--- src/rtl/dmem_arb_pkg.sv ---
// Shared types and constants for the data-memory port arbiter.
package dmem_arb_pkg;

    localparam int unsigned DEF_ADDR_W = 16;
    localparam int unsigned DEF_DATA_W = 8;
    // Wait counter only has to reach the largest legal read latency (3).
    localparam int unsigned CNT_W      = 2;

    localparam logic OWN_CPU  = 1'b0;
    localparam logic OWN_HOST = 1'b1;

    typedef enum logic [1:0] {
        ST_IDLE  = 2'd0,
        ST_ISSUE = 2'd1,
        ST_WAIT  = 2'd2,
        ST_RESP  = 2'd3
    } arb_state_e;

endpackage

--- src/rtl/dmem_port_arbiter_rr_pick2.sv ---
// Two-way round-robin select: on a tie, the requester that did not win last time is chosen.
module rr_pick2
    import dmem_arb_pkg::*;
(
    input  logic [1:0] req,
    input  logic       last_grant,
    output logic       grant_valid,
    output logic       grant_id
);

    always_comb begin
        grant_valid = |req;
        grant_id    = OWN_CPU;
        if (req == 2'b11) begin
            grant_id = ~last_grant;
        end else if (req[1]) begin
            grant_id = OWN_HOST;
        end
    end

endmodule

--- src/rtl/dmem_port_arbiter.sv ---
// Serialises CPU and host-loader accesses onto the single-port data memory,
// latching each command at grant and returning read data per requester.
module dmem_port_arbiter
    import dmem_arb_pkg::*;
#(
    parameter int unsigned ADDR_W  = DEF_ADDR_W,
    parameter int unsigned DATA_W  = DEF_DATA_W,
    parameter int unsigned MEM_LAT = 1
) (
    input  logic              clk,
    input  logic              rst,
    input  logic              cpu_req,
    input  logic              cpu_we,
    input  logic [ADDR_W-1:0] cpu_addr,
    input  logic [DATA_W-1:0] cpu_wdata,
    output logic [DATA_W-1:0] cpu_rdata,
    output logic              cpu_ack,
    output logic              cpu_stall,
    input  logic              host_req,
    input  logic              host_we,
    input  logic [ADDR_W-1:0] host_addr,
    input  logic [DATA_W-1:0] host_wdata,
    output logic [DATA_W-1:0] host_rdata,
    output logic              host_ack,
    output logic              mem_en,
    output logic              mem_we,
    output logic [ADDR_W-1:0] mem_addr,
    output logic [DATA_W-1:0] mem_wdata,
    input  logic [DATA_W-1:0] mem_rdata,
    output logic              busy,
    output logic              last_grant
);

    localparam logic [CNT_W-1:0] LAT_LOAD = CNT_W'(MEM_LAT);
    localparam logic [CNT_W-1:0] CNT_ONE  = CNT_W'(1);

    arb_state_e        state_q, state_d;
    logic [CNT_W-1:0]  cnt_q, cnt_d;

    logic              owner_q, owner_d;
    logic              we_q, we_d;
    logic [ADDR_W-1:0] addr_q, addr_d;
    logic [DATA_W-1:0] wdata_q, wdata_d;
    logic              mem_en_q, mem_en_d;
    logic              mem_we_q, mem_we_d;
    logic [DATA_W-1:0] cpu_rdata_q, cpu_rdata_d;
    logic [DATA_W-1:0] host_rdata_q, host_rdata_d;
    logic              cpu_ack_q, cpu_ack_d;
    logic              host_ack_q, host_ack_d;
    logic              busy_q, busy_d;
    logic              last_grant_q, last_grant_d;

    logic              grant_valid;
    logic              grant_id;
    logic              sel_we;
    logic [ADDR_W-1:0] sel_addr;
    logic [DATA_W-1:0] sel_wdata;
    logic              rd_capture;

    rr_pick2 u_pick (
        .req         ({host_req, cpu_req}),
        .last_grant  (last_grant_q),
        .grant_valid (grant_valid),
        .grant_id    (grant_id)
    );

    assign sel_we     = (grant_id == OWN_HOST) ? host_we    : cpu_we;
    assign sel_addr   = (grant_id == OWN_HOST) ? host_addr  : cpu_addr;
    assign sel_wdata  = (grant_id == OWN_HOST) ? host_wdata : cpu_wdata;
    assign rd_capture = (state_q == ST_WAIT) && (cnt_q == CNT_ONE);

    // State register
    always_ff @(posedge clk) begin
        if (rst) begin
            state_q <= ST_IDLE;
            cnt_q   <= '0;
        end else begin
            state_q <= state_d;
            cnt_q   <= cnt_d;
        end
    end

    // Next-state logic
    always_comb begin
        state_d = state_q;
        cnt_d   = cnt_q;
        case (state_q)
            ST_IDLE: begin
                if (grant_valid) begin
                    state_d = ST_ISSUE;
                end
            end
            ST_ISSUE: begin
                cnt_d   = LAT_LOAD;
                state_d = we_q ? ST_RESP : ST_WAIT;
            end
            ST_WAIT: begin
                cnt_d = cnt_q - CNT_ONE;
                if (cnt_q == CNT_ONE) begin
                    state_d = ST_RESP;
                end
            end
            ST_RESP: begin
                state_d = ST_IDLE;
            end
            default: begin
                state_d = ST_IDLE;
            end
        endcase
    end

    // Output / datapath next values; memory strobes are set up at the grant edge
    // so they are registered and valid during ISSUE.
    always_comb begin
        owner_d      = owner_q;
        we_d         = we_q;
        addr_d       = addr_q;
        wdata_d      = wdata_q;
        last_grant_d = last_grant_q;
        mem_en_d     = 1'b0;
        mem_we_d     = 1'b0;
        cpu_rdata_d  = cpu_rdata_q;
        host_rdata_d = host_rdata_q;
        cpu_ack_d    = 1'b0;
        host_ack_d   = 1'b0;
        busy_d       = (state_d != ST_IDLE);

        if ((state_q == ST_IDLE) && grant_valid) begin
            owner_d      = grant_id;
            last_grant_d = grant_id;
            we_d         = sel_we;
            addr_d       = sel_addr;
            wdata_d      = sel_wdata;
            mem_en_d     = 1'b1;
            mem_we_d     = sel_we;
        end

        if (rd_capture) begin
            if (owner_q == OWN_HOST) begin
                host_rdata_d = mem_rdata;
            end else begin
                cpu_rdata_d = mem_rdata;
            end
        end

        if ((state_d == ST_RESP) && (state_q != ST_RESP)) begin
            cpu_ack_d  = (owner_q == OWN_CPU);
            host_ack_d = (owner_q == OWN_HOST);
        end
    end

    // Output and command registers
    always_ff @(posedge clk) begin
        if (rst) begin
            owner_q      <= OWN_CPU;
            we_q         <= 1'b0;
            addr_q       <= '0;
            wdata_q      <= '0;
            last_grant_q <= OWN_HOST;
            mem_en_q     <= 1'b0;
            mem_we_q     <= 1'b0;
            cpu_rdata_q  <= '0;
            host_rdata_q <= '0;
            cpu_ack_q    <= 1'b0;
            host_ack_q   <= 1'b0;
            busy_q       <= 1'b0;
        end else begin
            owner_q      <= owner_d;
            we_q         <= we_d;
            addr_q       <= addr_d;
            wdata_q      <= wdata_d;
            last_grant_q <= last_grant_d;
            mem_en_q     <= mem_en_d;
            mem_we_q     <= mem_we_d;
            cpu_rdata_q  <= cpu_rdata_d;
            host_rdata_q <= host_rdata_d;
            cpu_ack_q    <= cpu_ack_d;
            host_ack_q   <= host_ack_d;
            busy_q       <= busy_d;
        end
    end

    assign cpu_rdata  = cpu_rdata_q;
    assign host_rdata = host_rdata_q;
    assign cpu_ack    = cpu_ack_q;
    assign host_ack   = host_ack_q;
    assign mem_en     = mem_en_q;
    assign mem_we     = mem_we_q;
    assign mem_addr   = addr_q;
    assign mem_wdata  = wdata_q;
    assign busy       = busy_q;
    assign last_grant = last_grant_q;
    assign cpu_stall  = cpu_req & ~cpu_ack_q;

    a_ack_onehot: assert property (@(posedge clk) disable iff (rst) !(cpu_ack_q && host_ack_q));
    a_en_in_issue: assert property (@(posedge clk) disable iff (rst) mem_en_q == (state_q == ST_ISSUE));

endmodule
--- config.mk ---
export PLATFORM = sky130hd
export DESIGN_NAME = dmem_port_arbiter
export DESIGN_NICKNAME = d
export VERILOG_FILES = /design/src/rtl/dmem_arb_pkg.sv /design/src/rtl/dmem_port_arbiter_rr_pick2.sv /design/src/rtl/dmem_port_arbiter.sv
export SDC_FILE = /design/constraint.sdc
export NUM_CORES = 1
export LEC_CHECK = 0
export CORE_MARGIN = 10
export CORE_UTILIZATION = 41
export DETAILED_ROUTE_END_ITERATION = 12
export PLACE_DENSITY = 0.8
export SLEW_MARGIN = 20
export SYNTH_ARGS = -nofsm -noshare
export SYNTH_HDL_FRONTEND = slang
export SYNTH_HIERARCHICAL = 1
export SYNTH_SLANG_ARGS = --single-unit
--- constraint.sdc ---
create_clock -name clk -period 1.93 [get_ports clk]
set_input_delay 0.579 -clock clk [delete_from_list [all_inputs] [get_ports clk]]
set_output_delay 0.579 -clock clk [all_outputs]
set_load 0.01 [all_outputs]
Yosys cells after proc, flatten, opt, wreduce, memory -nomap -nowiden
Cells that the tools add are included.

Logic and storage cells: 50. Bits of input ports: 62. Flip-flop bits (word level): 52. Output and inout bits: 47.

Reductions and logical operators: 11. Bitwise logic cells: 6. Add/sub/neg operators: 1. Muxes and demuxes: 11. Eq/ne operators: 7.

Operators with widths (number): two-way mux 16 bit (1); equality test 2 bit, second input constant (4); two-way mux 8 bit (1); one-hot mux 2 bit (4 select lines) (1); OR reduction 2 bit (3); two-way mux 1 bit (5); inverter 1 bit (5); equality test 2 x 1 -> 1 bit, second input constant (2); two-way mux 2 bit (2); one-hot mux 2 bit (2 select lines) (1); AND reduction 2 bit (2); nonzero test 2 bit (2); logical AND 1 bit (3); zero test 2 bit (1); inequality test 2 bit, second input constant (1); subtractor 2 x 1 -> 2 bit, second input constant (1); bitwise AND 1 bit (1).

Longest topological paths before layout
Gate-level depths: netlist of the first run.

Depth in word-level cells: 7. Mapped depth: 7. Depth with buffers taken out: 5.

Cells and area by module
The synthesis of the first run kept the hierarchy.

Modules (own cells, without submodules): dmem_port_arbiter (area each 2285.9 um2, seq. area each 1041.0 um2, cells an instance 211, times used 1); rr_pick2 (area each 13.8 um2, seq. area each 0.0 um2, cells an instance 2, times used 1).

Least setup slack after synthesis of the first run
Ideal clock, no wire load.

Path type: in2reg. From: in host_req. To: reg addr_q[11] (netlist: mem_addr[11]). Setup slack: 0.388 ns. Library setup time: 0.144 ns. Buffers on the path: 2. Stages: 6. Data required time: 1.786 ns. Arrival time: 1.397 ns. Cells stage by stage: or2_1 > and2_1 > buf_4 > buf_4 > nor2_1 > a211oi_2.

Longest elaborated chain between the ends: 3. Elaborated cells between the ends (all ways): 6. Those cells by class: 1 x eq/ne; 3 x mux; 2 x reduce/logical.

RTL lines: from (decl) (line dmem_port_arbiter.sv:19) `input logic host_req,`; equality test 2 bit or two-way mux 1 bit (tied branches) (line dmem_port_arbiter_rr_pick2.sv:14, dmem_port_arbiter_rr_pick2.sv:16); two-way mux 1 bit (line dmem_port_arbiter_rr_pick2.sv:14) `if (req == 2'b11) begin`; two-way mux 16 bit (line dmem_port_arbiter.sv:68) `assign sel_addr = (grant_id == OWN_HOST) ? host_addr : cpu_addr;`; to (signal assigned) (line dmem_port_arbiter.sv:170) `addr_q <= addr_d;`; to (decl) (line dmem_port_arbiter.sv:42) `logic [ADDR_W-1:0] addr_q, addr_d;`.

Several ways; a longest one is shown, not always the timed one. A chain may end at the register's enable or synchronous reset.

Worst setup path in the final report of the first run
From: in cpu_req. To: out cpu_stall.

Longest elaborated chain between the ends: 1.

RTL lines: from (decl) (line dmem_port_arbiter.sv:12) `input logic cpu_req,`; bitwise AND 1 bit (line dmem_port_arbiter.sv:193) `assign cpu_stall = cpu_req & ~cpu_ack_q;`; to (decl) (line dmem_port_arbiter.sv:18) `output logic cpu_stall,`.

No other way between the ends.

==> results of run 1 <==
==> cell usage in the layout, fill, tap and decap left out, types with 2 or more instances in the layout <==
| cell type | count |
|---|---|
| clkdlybuf4s50_1 | 106 |
| dfxtp_1 | 52 |
| nor2_1 | 45 |
| mux2i_1 | 41 |
| a211oi_2 | 24 |
| buf_4 | 10 |
| ha_1 | 6 |
| clkbuf_8 | 5 |
| inv_1 | 4 |
| a21oi_1 | 4 |
| nand2_1 | 4 |
| nand3_1 | 2 |
| o21ai_0 | 2 |
| nand2b_1 | 2 |
| buf_2 | 2 |
| buf_12 | 2 |
==> final timing paths <==
path / from / end / slack, ns / cells past startpoint
hold / removal: cpu_rdata[6] / cpu_rdata[6] / 0.50 / 2
hold reg to reg: cpu_rdata[6] / cpu_rdata[6] / 0.50 / 2
setup reg to reg: state_q[0] / cpu_rdata[2] / 0.43 / 6
setup / recovery: cpu_req / cpu_stall / 0.04 / 3
==> layout make-up <==
cell class                 instances  area [sq um]  area share (%)
inverter                           4          15.0           0.418
timing repair buffer             120          1190            33.0
clock buffer                       6          72.6            2.02
multi-input combinational        142          1160            32.2
tap                               72          90.1            2.51
clock inverter                     2          35.0           0.974
sequential                        52          1040            28.9
==> routing by layer <==
metal / up-vias / GRT usage, % / wire (um)
met3: 10 / 6.58 / 600
met2: 74 / 22.0 / 2840
met4: 0 / 5.24 / 117
met5: - / 0 / 0
li1: 959 / - / -
met1: 842 / 16.5 / 2740
==> Yosys cell counts <==
| master | number | share of area [%] |
|---|---|---|
| dfxtp_1 | 52 | 45 |
| nor2_1 | 45 | 7.3 |
| mux2i_1 | 41 | 18 |
| a211oi_2 | 24 | 13 |
| ha_1 | 6 | 3.3 |
| buf_4 | 5 | 1.6 |
| a21oi_1 | 4 | 0.87 |
| buf_2 | 4 | 0.87 |
| inv_1 | 4 | 0.65 |
| nand2_1 | 4 | 0.65 |
| buf_6 | 3 | 1.5 |
| buf_1 | 2 | 0.33 |
| nand2b_1 | 2 | 0.54 |
| nand3_1 | 2 | 0.44 |
| o21ai_0 | 2 | 0.44 |
| a211oi_1 | 1 | 0.33 |
| a21boi_1 | 1 | 0.33 |
| a22o_4 | 1 | 0.76 |
| and2_1 | 1 | 0.27 |
| clkbuf_1 | 1 | 0.16 |
| nand3_2 | 1 | 0.44 |
| nand3b_1 | 1 | 0.33 |
| nor2b_1 | 1 | 0.27 |
| nor3_1 | 1 | 0.22 |
| nor4_2 | 1 | 0.54 |
| nor4b_4 | 1 | 1.0 |
| o21ai_2 | 1 | 0.38 |
| or2_1 | 1 | 0.27 |
==> logic make-up (layout without fill, tap and decap cells) <==
group	after synthesis	in the layout	synth area share, %
compound gates	34	34	16.2
buf+inv	19	132	5.11
simple gates	61	61	12.4
flops	52	52	45.3
mux	41	41	17.8
fa+ha+maj	6	6	3.26
==> state kept, by name, summed over array words and instances, names as in the netlist, 2 cells and up <==
register,flops
mem_wdata,8
host_rdata,8
mem_addr,16
cnt_q,2
state_q,2
cpu_rdata,8
==> per-stage QoR <==
| stage | total power [mW] | worst slack (ns) | hold slack (ns) |
|---|---|---|---|
| 2_1_floorplan | 2.70 | 0.388 | 0.445 |
| 3_3_place_gp | 3.55 | -0.373 | 0.455 |
| 3_5_place_dp | 3.61 | -0.387 | 0.484 |
| 4_1_cts | 4.34 | 0.0224 | 0.507 |
| 5_1_grt | 4.58 | 0.0110 | 0.526 |
| 6_report | 4.29 | 0.0411 | 0.503 |
==> critical path, delay by kind of cell <==
family	cells	cell delay (ns)
buffers and inverters	2	0.60
AND/OR/NAND/NOR	1	0.12
==> timing repair <==
action	in CTS	in global routing
buffers inserted	0	0
hold endpoints to repair	0	0
setup endpoints to repair	1	1
resized for setup	4	1
==> where the power goes <==
| group | switching, mW | total (mW) | internal, mW |
|---|---|---|---|
| clock | 0.348 | 0.733 | 0.385 |
| sequential | 0.164 | 1.54 | 1.38 |
| combinational | 0.955 | 2.01 | 1.06 |
| total | 1.47 | 4.29 | 2.82 |
==> results.md, run 1 <==
* Status: finished clean
* Final Cycle Share at 97.9%
* Fin cells at 398
* Cts bufs inserted at 5
* Synth Register Bits at 52
* CTS Hold Bufs at 0
* Fillers at 462
* Layout cell share with drive strength beyond 1 at 16.3%
* Worst-Skew Late Latency at 0.30 ns
* Antenna cell count at 0
* Placed cell count at 390
* H-tree depth at 2
* First DRT Iteration DRCs at 45
* Die Ht at 94.9 um
* Ys Warns at 6
* Slew margin rel. at 77.9%
* Setup Total Neg Slack at 0 ns
* Worst hold-check path type: reg -> reg
* Vias in the first global route at 2005
* IR drop worst, VDD at 0.661 mV
* HPWL Detailed at 4.96 mm
* Tmin final at 1.89 ns
* RSZ-0062 raised after global routing: no
* Hold Violations, Final at 0
* Final instance area at 3600 sq um
* Starting density of the core at 42.0%
* Clk root buf: clkbuf_8
* CP Cell Sequence: clkdlybuf4s50_1 -> nor2b_2 -> buf_2
* Die Wd at 94.9 um
* Clk buf depth at 2
* First-pass iteration count of the detailed router at 4
* Clock transition at the registers of the reported paths at 0.09 ns
* Maximum clock rate at 529 MHz
* Setup Skew at 0.00694 ns
* Crit path max fanout at 2
* Avg Cell Area, Syn at 10.8 sq um
* Crit path max-delay cell type: clkdlybuf4s50_1
* Drt wl/cell at 15.8 um
* Seq/Total Area, Yosys at 45.3%
* Crit-path max cell delay at 0.47 ns
* Core Area at 5470 sq um
* Final Slew Violations at 0
* Synthesized instance count at 213
* Yosys cell types at 28
* Area grow syn2layout at 56.4%
* Final setup vio count at 0
* Global-route wire length before repair at 10.0 mm
* Clock Sinks at 52
* Post-Place Cell Area at 3490 sq um
* CP endpoint kind: output port
* Setup CP Type: in -> out
* GRT Total Usage at 14.1%
* CTS tree: done
* MaxCap Viol Count at 0
* Io pins at 109
* Post-DRT Antenna Nets at 0
* PwrDens at 1190 nW/um^2
* Vias/cell at 4.74
* Number of remaining DRC errors at 0
* Syn nets at 281
* Area of the mapped netlist at 2300 sq um
* Antenna violations before repair at 0
* Grt ovf at 0
* Die area at 9010 sq um
* CP Data Arrival Time at 1.31 ns
* Largest net degree at the start of global routing at 30
* Count of buffers from port buffering at 108
* Via count at 1885
* Worst path required time at 1.35 ns
* Std-Cell Rows at 27
* Leak Pwr at 1.47 nW
* Placer Congestion at 0.797
* Fin nets at 393
* Routed wire length at 6.29 mm
* Post-Route Utilization at 65.7%
* Worst-Margin Slew at 0.332 ns
* CP startpoint kind: primary input
(Power assumes the default switching activity.)
==> inputs of run 2 (changes only) <==
CORE_MARGIN = 1.5   (was 10)
SLEW_MARGIN = not set   (was 20)
==> run 2 against run 1 <==
Compared with the run above:
- critical path depth unchanged
- final cell count down 1.0%
- clock skew down 0.00091 ns
- combinational power down 2%
- worst setup slack better by 0.015 ns
- sequential power about the same
- non-clock buffer count down 4
- sequential cell count unchanged
- global-route usage up 3.0 points
- power down 3.5%
- worst hold slack worse by 0.029 ns
- critical path type unchanged
- critical endpoint unchanged
==> results.md, run 2 (same netlist as run 1, synthesis figures left out) <==
* Status: finished clean
* RSZ-0062 raised after global routing: no
* Setup Skew at 0.00604 ns
* Hold Violations, Final at 0
* Post-CTS setup buffer count at 0
* Placer Congestion at 0.699
* Sw Share at 34.3%
* Clk root buf: clkbuf_8
* Slew margin rel. at 68.4%
* H-tree depth at 2
* Worst-Margin Slew at 0.473 ns
* Clock group share of total power at 15.2%
* PwrDens at 1160 nW/um^2
* HPWL Detailed at 3.94 mm
* Post-DRT Antenna Nets at 0
* Std-Cell Rows at 27
* Io pins at 109
* Reg power frac at 37.4%
* Number of flip-flops in the largest register at 16
* Post-Route Utilization at 65.1%
* CP Data Arrival Time at 1.29 ns
* Clock Sinks at 52
* CP endpoint kind: output port
* Combinational power share at 47.5%
* Global-route wire length before repair at 8.29 mm
* Fillers at 454
* Fin nets at 389
* Drt wl/cell at 13.4 um
* Leak Pwr at 1.44 nW
* Cts bufs inserted at 5
* CP startpoint kind: primary input
* Count of buffers from port buffering at 108
* IR drop worst, VDD at 0.651 mV
* Number of remaining DRC errors at 0
* Tmin final at 1.87 ns
* Final Slew Violations at 0
* Worst hold-check path type: reg -> reg
* Starting density of the core at 42.0%
* Post-Place Cell Area at 3470 sq um
* Clk buf depth at 2
* MaxCap Viol Count at 0
* Largest net degree at the start of global routing at 35
* Crit path max fanout at 2
* Die Ht at 77.9 um
* Antenna cell count at 0
* Via count at 1882
* Final setup vio count at 0
* Vias/cell at 4.78
* Die Wd at 77.9 um
* Grt ovf at 0
* Routed wire length at 5.28 mm
* Die area at 6070 sq um
* Final instance area at 3560 sq um
* Antenna violations before repair at 0
* P_int at 2.72 mW
* First DRT Iteration DRCs at 77
* Core Area at 5470 sq um
* Hold Slack at 0.474 ns
* Crit-path max cell delay at 0.47 ns
* First-pass iteration count of the detailed router at 4
* Clock transition at the registers of the reported paths at 0.09 ns
* Maximum clock rate at 534 MHz
* Worst path required time at 1.35 ns
* Setup CP Type: in -> out
* Sw power at 1.42 mW
* GRT Total Usage at 17.1%
* CTS tree: done
* Final Cycle Share at 97.1%
* Layout cell share with drive strength beyond 1 at 14.9%
* CP Cell Sequence: clkdlybuf4s50_1 -> nor2b_1 -> buf_2
* Most common cell after layout, fill and taps aside: clkdlybuf4s50_1
* Worst-Skew Late Latency at 0.30 ns
* Vias in the first global route at 1820
* Crit path max-delay cell type: clkdlybuf4s50_1
* Area grow syn2layout at 54.9%
* Commonest cells after routing, fill and taps aside: clkdlybuf4s50_1 (106), dfxtp_1 (52), nor2_1 (45)
-- run 2: cell type report --
class | count | area, sq um | area share, %
timing repair buffer | 116 | 1170 | 32.8
multi-input combinational | 142 | 1150 | 32.4
sequential | 52 | 1040 | 29.2
tap | 72 | 90.1 | 2.53
clock buffer | 7 | 86.3 | 2.42
inverter | 4 | 15.0 | 0.421
clock inverter | 1 | 7.51 | 0.211
-- run 2: worst paths after layout --
path	depth (start not counted)	startpoint	slack, ns	end
min reg2reg	2	cnt_q[1]	0.47	cnt_q[1]
max reg2reg	6	state_q[0]	0.42	mem_addr[10]
min	2	cnt_q[1]	0.47	cnt_q[1]
max	3	cpu_req	0.06	cpu_stall
-- run 2: worst max-delay path: cells and delay by family --
family	cells	cell delay [ns]
buffers and inverters	2	0.60
AND/OR/NAND/NOR	1	0.12
-- run 2: metal layers --
| layer | part of all wire (%) | routed length [um] | global-route usage, % |
|---|---|---|---|
| met5 | 0 | 0 | 0 |
| met4 | 0.72 | 38 | 4.29 |
| met3 | 9.5 | 501 | 6.47 |
| met2 | 49 | 2580 | 30.3 |
| met1 | 41 | 2160 | 19.2 |
-- run 2: through the flow --
step | instances | TNS [ns] | worst slack (ns) | power (mW)
detailed placement | 386 | -4.47 | -0.365 | 3.56
global route | 394 | 0 | 0.0145 | 4.41
CTS | 394 | 0 | 0.0452 | 4.20
finish | 394 | 0 | 0.0565 | 4.14
floorplan | 213 | 0 | 0.388 | 2.70
global placement | 386 | -3.81 | -0.359 | 3.51
-- run 2: power groups by stage --
| stage | Clock [mW] | Combinational, mW | Sequential, mW |
|---|---|---|---|
| 2_1_floorplan | 0 | 1.02 | 1.68 |
| 3_3_place_gp | 0 | 1.95 | 1.56 |
| 3_5_place_dp | 0 | 1.99 | 1.57 |
| 4_1_cts | 0.657 | 1.99 | 1.55 |
| 5_1_grt | 0.699 | 2.12 | 1.58 |
| 6_report | 0.628 | 1.97 | 1.55 |
-- run 2: what timing repair did --
item | 4_1_cts | 5_1_grt
hold buffers | 0 | 0
endpoints found under the setup margin | 1 | 0
gates resized for setup | 4 | 0
